<file path="src/rtl/spi_pkg.sv">
// spi_pkg: shared state encoding and slave-select helpers for the SPI master.
package spi_pkg;
  typedef enum logic [1:0] {IDLE, SETUP, SHIFT, HOLD} state_t;
  localparam int MAX_SLAVES = 64;
  function automatic int ss_w(input int n);
    return (n > 1) ? $clog2(n) : 1;
  endfunction
  function automatic logic [MAX_SLAVES-1:0] ss_inactive(input bit active_low);
    return active_low ? '1 : '0;
  endfunction
endpackage

</file>
<file path="src/rtl/spi_sync_fifo.sv">
// spi_sync_fifo: synchronous FIFO with valid/ready on both sides; a pop frees room for a same-cycle push.
module spi_sync_fifo #(
  parameter int WIDTH = 16,
  parameter int DEPTH = 16
) (
  input  logic             clk,
  input  logic             rst,
  input  logic [WIDTH-1:0] i_data,
  input  logic             i_valid,
  output logic             o_ready,
  output logic [WIDTH-1:0] o_data,
  output logic             o_valid,
  input  logic             i_ready,
  output logic             o_full,
  output logic             o_empty
);
  localparam int AW = $clog2(DEPTH);
  localparam int CW = AW + 1;
  logic [WIDTH-1:0] r_mem [DEPTH];
  logic [AW-1:0] r_wr, r_rd;
  logic [CW-1:0] r_cnt;
  logic w_push, w_pop;
  assign o_full = r_cnt == CW'(DEPTH);
  assign o_empty = r_cnt == '0;
  assign o_valid = !o_empty;
  assign w_pop = o_valid && i_ready;
  assign o_ready = !o_full || w_pop;
  assign w_push = i_valid && o_ready;
  assign o_data = r_mem[r_rd];
  always_ff @(posedge clk) begin
    if (rst) begin
      r_wr <= '0;
      r_rd <= '0;
      r_cnt <= '0;
    end else begin
      if (w_push) begin
        r_mem[r_wr] <= i_data;
        r_wr <= r_wr + AW'(1);
      end
      if (w_pop) r_rd <= r_rd + AW'(1);
      r_cnt <= r_cnt + CW'(w_push) - CW'(w_pop);
    end
  end
endmodule

</file>
<file path="src/rtl/spi_master_fifo.sv">
// spi_master_fifo: SPI master with TX/RX FIFOs, run-time mode/divider/bit order and burst SS hold.
module spi_master_fifo
  import spi_pkg::*;
#(
  parameter int DATA_WIDTH       = 16,
  parameter int NUM_SLAVES       = 4,
  parameter int FIFO_DEPTH       = 16,
  parameter int DIV_WIDTH        = 16,
  parameter bit SLAVE_ACTIVE_LOW = 1'b1
) (
  input  logic                        clk,
  input  logic                        rst,
  input  logic                        cfg_cpol,
  input  logic                        cfg_cpha,
  input  logic                        cfg_lsb_first,
  input  logic [DIV_WIDTH-1:0]        cfg_div,
  input  logic [ss_w(NUM_SLAVES)-1:0] cfg_ss_sel,
  input  logic                        cfg_burst,
  input  logic                        enable,
  input  logic [DATA_WIDTH-1:0]       tx_data,
  input  logic                        tx_valid,
  output logic                        tx_ready,
  output logic [DATA_WIDTH-1:0]       rx_data,
  output logic                        rx_valid,
  input  logic                        rx_ready,
  output logic                        busy,
  output logic                        done,
  output logic                        rx_ovf,
  output logic                        sclk,
  output logic                        mosi,
  input  logic                        miso,
  output logic [NUM_SLAVES-1:0]       ss
);
  localparam int EW = $clog2(2 * DATA_WIDTH);
  localparam logic [NUM_SLAVES-1:0] SS_OFF = NUM_SLAVES'(ss_inactive(SLAVE_ACTIVE_LOW));
  state_t r_state, w_next;
  logic [DIV_WIDTH-1:0] r_cnt, r_div;
  logic [EW-1:0] r_edge;
  logic [DATA_WIDTH-1:0] r_tx, r_rx, w_tx_data, w_rest;
  logic [NUM_SLAVES-1:0] r_ss;
  logic r_cpha, r_lsb, r_sclk, r_mosi, r_done;
  logic w_tx_avail, w_tx_pop, w_tx_full, w_tx_empty, w_rx_ready, w_rx_full, w_rx_empty, w_unused;
  logic w_tick, w_last, w_lead, w_drive, w_sample, w_start, w_burst, w_first;
  spi_sync_fifo #(.WIDTH(DATA_WIDTH), .DEPTH(FIFO_DEPTH)) u_tx (
    .clk(clk), .rst(rst), .i_data(tx_data), .i_valid(tx_valid), .o_ready(tx_ready),
    .o_data(w_tx_data), .o_valid(w_tx_avail), .i_ready(w_tx_pop), .o_full(w_tx_full), .o_empty(w_tx_empty)
  );
  spi_sync_fifo #(.WIDTH(DATA_WIDTH), .DEPTH(FIFO_DEPTH)) u_rx (
    .clk(clk), .rst(rst), .i_data(r_rx), .i_valid(r_done), .o_ready(w_rx_ready),
    .o_data(rx_data), .o_valid(rx_valid), .i_ready(rx_ready), .o_full(w_rx_full), .o_empty(w_rx_empty)
  );
  assign w_unused = &{1'b0, w_tx_full, w_tx_empty, w_rx_full, w_rx_empty};
  assign w_tick = r_cnt == r_div;
  assign w_last = r_edge == EW'(2 * DATA_WIDTH - 1);
  assign w_lead = !r_edge[0];
  assign w_drive = r_cpha ? w_lead : (!w_lead && !w_last);
  assign w_sample = r_cpha ? !w_lead : w_lead;
  assign w_start = r_state == IDLE && enable && w_tx_avail;
  assign w_burst = r_state == SHIFT && w_tick && w_last && cfg_burst && enable && w_tx_avail;
  assign w_tx_pop = w_start || w_burst;
  assign w_first = cfg_lsb_first ? w_tx_data[0] : w_tx_data[DATA_WIDTH-1];
  assign w_rest = cfg_lsb_first ? w_tx_data >> 1 : w_tx_data << 1;
  assign busy = r_state != IDLE;
  assign done = r_done;
  assign rx_ovf = r_done && !w_rx_ready;
  assign sclk = r_sclk;
  assign mosi = r_mosi;
  assign ss = r_ss;
  always_comb begin
    w_next = r_state;
    case (r_state)
      IDLE:    w_next = w_start ? SETUP : IDLE;
      SETUP:   w_next = w_tick ? SHIFT : SETUP;
      SHIFT:   w_next = !(w_tick && w_last) ? SHIFT : w_burst ? SETUP : HOLD;
      HOLD:    w_next = w_tick ? IDLE : HOLD;
      default: w_next = IDLE;
    endcase
  end
  always_ff @(posedge clk) begin
    if (rst) begin
      r_state <= IDLE;
      r_cnt <= '0;
      r_div <= '0;
      r_edge <= '0;
      r_tx <= '0;
      r_rx <= '0;
      r_ss <= SS_OFF;
      r_cpha <= 1'b0;
      r_lsb <= 1'b0;
      r_sclk <= 1'b0;
      r_mosi <= 1'b0;
      r_done <= 1'b0;
    end else begin
      r_state <= w_next;
      r_done <= r_state == SHIFT && w_tick && w_last;
      r_cnt <= (r_state == IDLE || w_tick) ? '0 : r_cnt + DIV_WIDTH'(1);
      if (r_state == IDLE) r_sclk <= cfg_cpol;
      if (r_state == HOLD && w_tick) r_ss <= SS_OFF;
      if (r_state == SHIFT && w_tick) begin
        r_sclk <= !r_sclk;
        r_edge <= r_edge + EW'(1);
        if (w_drive) begin
          r_mosi <= r_lsb ? r_tx[0] : r_tx[DATA_WIDTH-1];
          r_tx <= r_lsb ? r_tx >> 1 : r_tx << 1;
        end
        if (w_sample) r_rx <= r_lsb ? {miso, r_rx[DATA_WIDTH-1:1]} : {r_rx[DATA_WIDTH-2:0], miso};
      end
      // A burst re-latch overrides the final edge's bookkeeping; ss_sel stays as latched from IDLE.
      if (w_tx_pop) begin
        r_div <= cfg_div;
        r_cpha <= cfg_cpha;
        r_lsb <= cfg_lsb_first;
        r_sclk <= cfg_cpol;
        r_edge <= '0;
        r_tx <= cfg_cpha ? w_tx_data : w_rest;
        if (!cfg_cpha) r_mosi <= w_first;
      end
      if (w_start) r_ss <= SS_OFF ^ (NUM_SLAVES'(1) << cfg_ss_sel);
    end
  end
endmodule
</file>
<file path="config.mk">
export PLATFORM = sky130hd
export DESIGN_NAME = spi_master_fifo
export DESIGN_NICKNAME = d
export VERILOG_FILES = /design/src/rtl/spi_pkg.sv /design/src/rtl/spi_sync_fifo.sv /design/src/rtl/spi_master_fifo.sv
export SDC_FILE = /design/constraint.sdc
export NUM_CORES = 1
export LEC_CHECK = 0
export ABC_AREA = 1
export ABC_CLOCK_PERIOD_IN_PS = 7200
export CAP_MARGIN = 0
export CORE_UTILIZATION = 50
export DETAILED_ROUTE_END_ITERATION = 8
export DONT_BUFFER_PORTS = 1
export GPL_TIMING_DRIVEN = 0
export PLACE_DENSITY_LB_ADDON = 0.05
export SLEW_MARGIN = 20
export SYNTH_ARGS = -nofsm -noshare
export SYNTH_HDL_FRONTEND = slang
export SYNTH_SLANG_ARGS = --single-unit
export TNS_END_PERCENT = 20
</file>
<file path="constraint.sdc">
create_clock -name clk -period 7.2 [get_ports clk]
set_clock_uncertainty 0.1 [all_clocks]
set_input_delay 1.8 -clock clk [delete_from_list [all_inputs] [get_ports clk]]
set_output_delay 1.8 -clock clk [all_outputs]
set_load 0.01 [all_outputs]
</file>
# Word-level counts from Yosys, hierarchy flattened
# Memory sizes are Yosys's and may differ from the RTL's. A register that Yosys moved wholly into a read port is not among the register bits.
# Cells that the tools add are included.
# word_totals
regBits	106
ramBits	512
elab_cells	114
in_bits	44
mem_count	2
# op_classes
reduce_logical	39
mux	36
bitwise_logic	1
addsub	10
n_eq_ne	7
n_shift	1
# memory_table
memory	depth	word_bits	rd	rd_ports_with_merged_regs	wr	line_no	rtl
u_rx.r_mem	16	16	1	1	1	spi_sync_fifo.sv:19	logic [WIDTH-1:0] r_mem [DEPTH];
u_tx.r_mem	16	16	1	1	1	spi_sync_fifo.sv:19	
# op_table
op	count
$mux 16	7
$mux 4	6
$mux 1	18
$add 16x1->16 const B	1
$add 4x1->4 const B	4
$eq 16x16->1	1
$eq 5x5->1 const B	3
$logic_and 1x1->1	15
$add 5x1->5	2
$logic_not 5->1	2
$sub 5x1->5	2
$logic_not 1->1	8
$mux 2	4
$pmux 2 s4	1
$reduce_bool 2->1	4
$add 5x1->5 const B	1
$eq 2x2->1 const B	2
$logic_or 1x1->1	4
$not 4->4	1
$reduce_and 2->1	2
$reduce_or 2->1	2
$shl 1x2->4 const A	1
$reduce_bool 3->1	1
$eq 2x1->1 const B	1
$logic_not 2->1	1

# Depth between registers and ports, before layout
# Gate-level depths: netlist of run 1.
# depth
ltp_word	13
depth_mapped	20
mapped_depth_nobuf	19

# Cells and area by module
# From an unflattened synthesis of run 1, not the netlist that was laid out.
# unflattened
hier_cells	3014
area_unflattened_um2	28354.7
# modules_own_cells
module	seq_area_each_um2	n_inst	cells_per_inst	area_each_um2
spi_sync_fifo (u_tx)	8027.7	1	1167	11976.5
spi_sync_fifo (u_rx)	8027.7	1	1167	11972.7
spi_master_fifo	1601.5	1	680	4405.5

# Worst setup path before layout of run 1
# No wires, ideal clock.
# synth_timing
kind	input port to output port
from	in enable
to	out tx_ready
n_path_buf	0
cell_stages	4
slack_ps	2965
t_required_ps	5300
arrival_ps	2335
path_cell_list	nand2_1 -> nor2_1 -> nand4_4 -> nand3_4
# synth_between
elab_chain_len	5
word_cells_on_any_way	7
# synth_rtl
item	line_no	rtl
start, declared	spi_master_fifo.sv:19	input logic enable,
$logic_and 1x1->1, on equally long branches (2 in a row)	spi_master_fifo.sv:58, spi_master_fifo.sv:59	
$logic_or 1x1->1 *	spi_master_fifo.sv:60	assign w_tx_pop = w_start || w_burst;
$logic_and 1x1->1 *	spi_sync_fifo.sv:26	assign w_pop = o_valid && i_ready;
$logic_or 1x1->1 *	spi_sync_fifo.sv:27	assign o_ready = !o_full || w_pop;
end, declared	spi_master_fifo.sv:22	output logic tx_ready,
# Every way passes the cells marked *; elsewhere a longest branch is shown, timed or not.

==> metrics, run 1 <==
Yosys reg bits=between 600 and 700; Fill cells=approximately 4400; # hold bufs at CTS=0; max frequency=between 150 and 200 MHz; met3 usage=0.0375; met2 Use GR=0.441; Die Area=about 54000 µm²; Post-synth EDFFs=just over 500; maximum fanout along the worst path=10; clock root cell=clkbuf_16; vias in the first global route=17053; Mean Syn Cell Area=between 10 and 15 µm²; Worst-path clk slew=about 0.06 ns; first-pass GRT wire length=between 100000 and 150000 µm; Gate power share=0.228; # Max-Cap Violations=0; drt via density=about 5.6; H-Tree Depth=3; Clk Latency, worst-skew pair=~0.61 ns; Most used DFF post-synth=edfxtp_1; Syn Inst Count=about 2400; Flop pwr share=0.416; CTS tree=built; final core utilization=0.572; via count=17873; IO buf count=0; largest net degree at the start of global routing=20; Die Span Y=between 200 and 250 µm; RSZ-0062 raised after global routing=false; Setup violations, final=0; critical path cell sequence=clkbuf_1, buf_2, buf_1, a21oi_1, o21ai_0, o211ai_1, nand3_1, nand2_1; core area=52600 µm²; Syn-to-layout area delta=12.9%; Critical Path RT=around 5.3 ns; internal reg-to-reg setup slack=~4 ns; Hold Crit Start=r_edge[4]$_SDFFE_PP0P_; Synth top area share=0.578; hold slack=~0.37 ns; internal power=about 0.0068 W; GR Layer Usage met1=0.335; VDD IR max=0.000198 V; CP Data Arrival Time=roughly 3.2 ns; Core Rows=84; P per Cell Area=about 330 nW/µm²; Sw Pwr=0.00308 W; post-CTS setup buffers=0; R2R Path Start=r_cnt[11]$_SDFF_PP0_; CTS Buf Count=68; Syn Std Cell Area=roughly 27000 µm²; # IOs=just over 70; syn_nets=approximately 2500; reg2reg end=u_tx.r_cnt[4]$_SDFF_PP0_; antenna-violating nets left=0; Slew @ Worst Pin=0.976 ns; nets=approximately 2500; post-synthesis sequential area ratio=0.664; max_slew headroom=0.348; diode count=0; part of the power in the clock network=0.356; die span in x=between 200 and 250 µm; Setup Crit Path Kind=flip-flop to primary output; Initial DRC Count=about 1500; Worst path max stage delay=between 0.5 and 0.6 ns; commonest cells in the netlist=edfxtp_1 (512), nand2_1 (339), nor2_1 (270), inv_1 (204), o21ai_0 (196); Fin. Hold Viols=0; drt first pass iters=5; crit path time final=between 5 and 6 ns; initial antenna violation count=0; post-cts resize count=0; Max Slew Vio Count=0; worst reg2reg path depth=19; Hold WC Path Type=flip-flop to flip-flop; Leakage Power=roughly 11 nW; Avg WL per Cell=about 22 µm; Synth cell types=43; switching share of power=0.312; setup tns final=0 ns; clock sink count=between 600 and 700; Worst Hold Depth=2; status=finished, final reports clean; Initial Util=0.506; Max clock buf depth=3; asr flop ratio synth=0; fin crit share=0.712; GRT busiest layer=met2; Yosys Warn Count=0; most numerous cell in the Yosys netlist=edfxtp_1; cell taking the most area after synthesis=edfxtp_1; post-DP HPWL=approximately 47000 µm; layout cell share with drive strength beyond 1=0.0877; total wire length=69900 µm; hold path endpoint=r_edge[4]$_SDFFE_PP0P_; grt ovf=0; Critical Path Slowest Stage Cell=buf_1; Synth area leaders=edfxtp_1 (58%), dfxtp_1 (8.6%), nand2_1 (4.8%); critical path launch point type=flip-flop; routability congestion estimate=a little under 0.9; total track usage=0.260; Post-route DRC=0; Setup crit end kind=primary output
## power by group through the flow
stage	logic, W	clock network, W	registers [W]
CTS	0.00224	0.00358	0.00411
detailed placement	0.00223	0	0.00419
finish	0.00225	0.00351	0.00411
global placement	0.00220	0	0.00418
global route	0.00247	0.00370	0.00412
floorplan	0.00154	0	0.00416
## per-stage QoR
stage | worst slack, ns | power [W] | std cells | area (µm²)
after global routing | 1.92 | 0.0103 | 3218 | 30000
after detailed placement | 2.14 | 0.00642 | 3096 | 27800
after global placement | 1.55 | 0.00638 | 3077 | 27500
after floorplan | 2.97 | 0.00569 | 2389 | 26600
final | 2.07 | 0.00987 | 3218 | 30000
after CTS | 1.94 | 0.00993 | 3218 | 30000
## critical path: cells and delay by family, from the launching register on
kind | cells | cell delay (ns)
buf+inv | 3 | 1.46
simple gates | 2 | 0.37
compound gates | 3 | 0.37
flops | 1 | 0.42
## flip-flops by register name, indices dropped and copies added (netlist names), 2 cells and up, named ones only
| register | count |
|---|---|
| r_cnt | 16 |
| r_div | 16 |
| r_edge | 5 |
| r_rx | 16 |
| r_state | 2 |
| r_tx | 16 |
| ss | 4 |
| u_rx.r_cnt | 5 |
| u_rx.r_mem | 256 |
| u_rx.r_rd | 4 |
| u_rx.r_wr | 4 |
| u_tx.r_cnt | 5 |
| u_tx.r_mem | 256 |
| u_tx.r_rd | 4 |
| u_tx.r_wr | 4 |
## worst max path at each step
stage | endpoint | cells past startpoint | startpoint
5_1_grt | rx_data[11] | 8 | flip-flop
4_1_cts | rx_data[8] | 8 | flip-flop
3_3_place_gp | u_rx.r_mem[1][7]$_DFFE_PP_ | 6 | rst
6_report | rx_data[8] | 8 | flip-flop
3_5_place_dp | u_rx.r_mem[13][1]$_DFFE_PP_ | 7 | rst
2_1_floorplan | tx_ready | 4 | enable
## cells in the final DEF, fill, tap and decap left out, drive strengths merged
cell type and instances:
a31oi 4, fa 2, nand3 178, mux2i 80, a31o 1, a21oi 115
nor3 12, o21ai 198, clkinvlp 1, nor2 286, o211ai 95, clkinv 25
ha 25, clkbuf 167, buf 78, bufinv 5, nand3b 1, inv 213
o31ai 1, nand4 28, xor2 7, o32ai 3, nor3b 5, edfxtp 512
and3 2, nand2 344, dfxtp 114, xnor2 9, a211oi 16, nor4 3
## logic make-up after synthesis
logic type,share of synthesized area
adders and majority gates,0.0133
AOI/OAI and AO/OA,0.0952
buffers and inverters,0.0523
and+or+nand+nor,0.140
muxes,0.0301
DFF,0.664
xor gates and xnor gates,0.00527
## routing by layer
layer | up-vias | routed length [µm]
met5 | - | 0
met4 | 0 | 2230
met3 | 123 | 3930
met2 | 557 | 34600
met1 | 8647 | 29100
li1 | 8546 | -
## cell type report
type	instances	area (µm²)	share of cell area
Timing Repair Buffer	19	251	0.00837
Clock buffer	91	1950	0.0651
Buffer	135	591	0.0197
Clock inverter	31	298	0.00992
Sequential cell	626	17700	0.588
Tap cell	688	861	0.0287
Inverter	213	801	0.0267
Multi-Input combinational cell	1415	7620	0.254
Note: power is estimated with default switching activity, not from simulation.
==> inputs of run 2 (changes only) <==
--- a/config.mk
+++ b/config.mk
@@ -6,7 +6,7 @@
 export NUM_CORES = 1
 export LEC_CHECK = 0
 export ABC_AREA = 1
-export ABC_CLOCK_PERIOD_IN_PS = 7200
+export ABC_CLOCK_PERIOD_IN_PS = 5400
 export CAP_MARGIN = 0
 export CORE_UTILIZATION = 50
 export DETAILED_ROUTE_END_ITERATION = 8
==> constraint.sdc (replaced) <==
create_clock -name clk -period 5.4 [get_ports clk]
set_clock_uncertainty 0.1 [all_clocks]
set_input_delay 1.35 -clock clk [delete_from_list [all_inputs] [get_ports clk]]
set_output_delay 1.35 -clock clk [all_outputs]
set_load 0.01 [all_outputs]
==> results of run 2 <==
Same layout as run 1 (identical final DEF). Status: finished, final reports clean.
Among the figures that moved: setup slack after placement 2.14 ns -> 0.789 ns; setup slack after layout 2.07 ns -> 0.723 ns; register-to-register setup slack 3.96 ns -> 2.16 ns; total power 0.00987 W -> 0.0132 W; worst IR drop on VDD 0.000198 V -> 0.000264 V
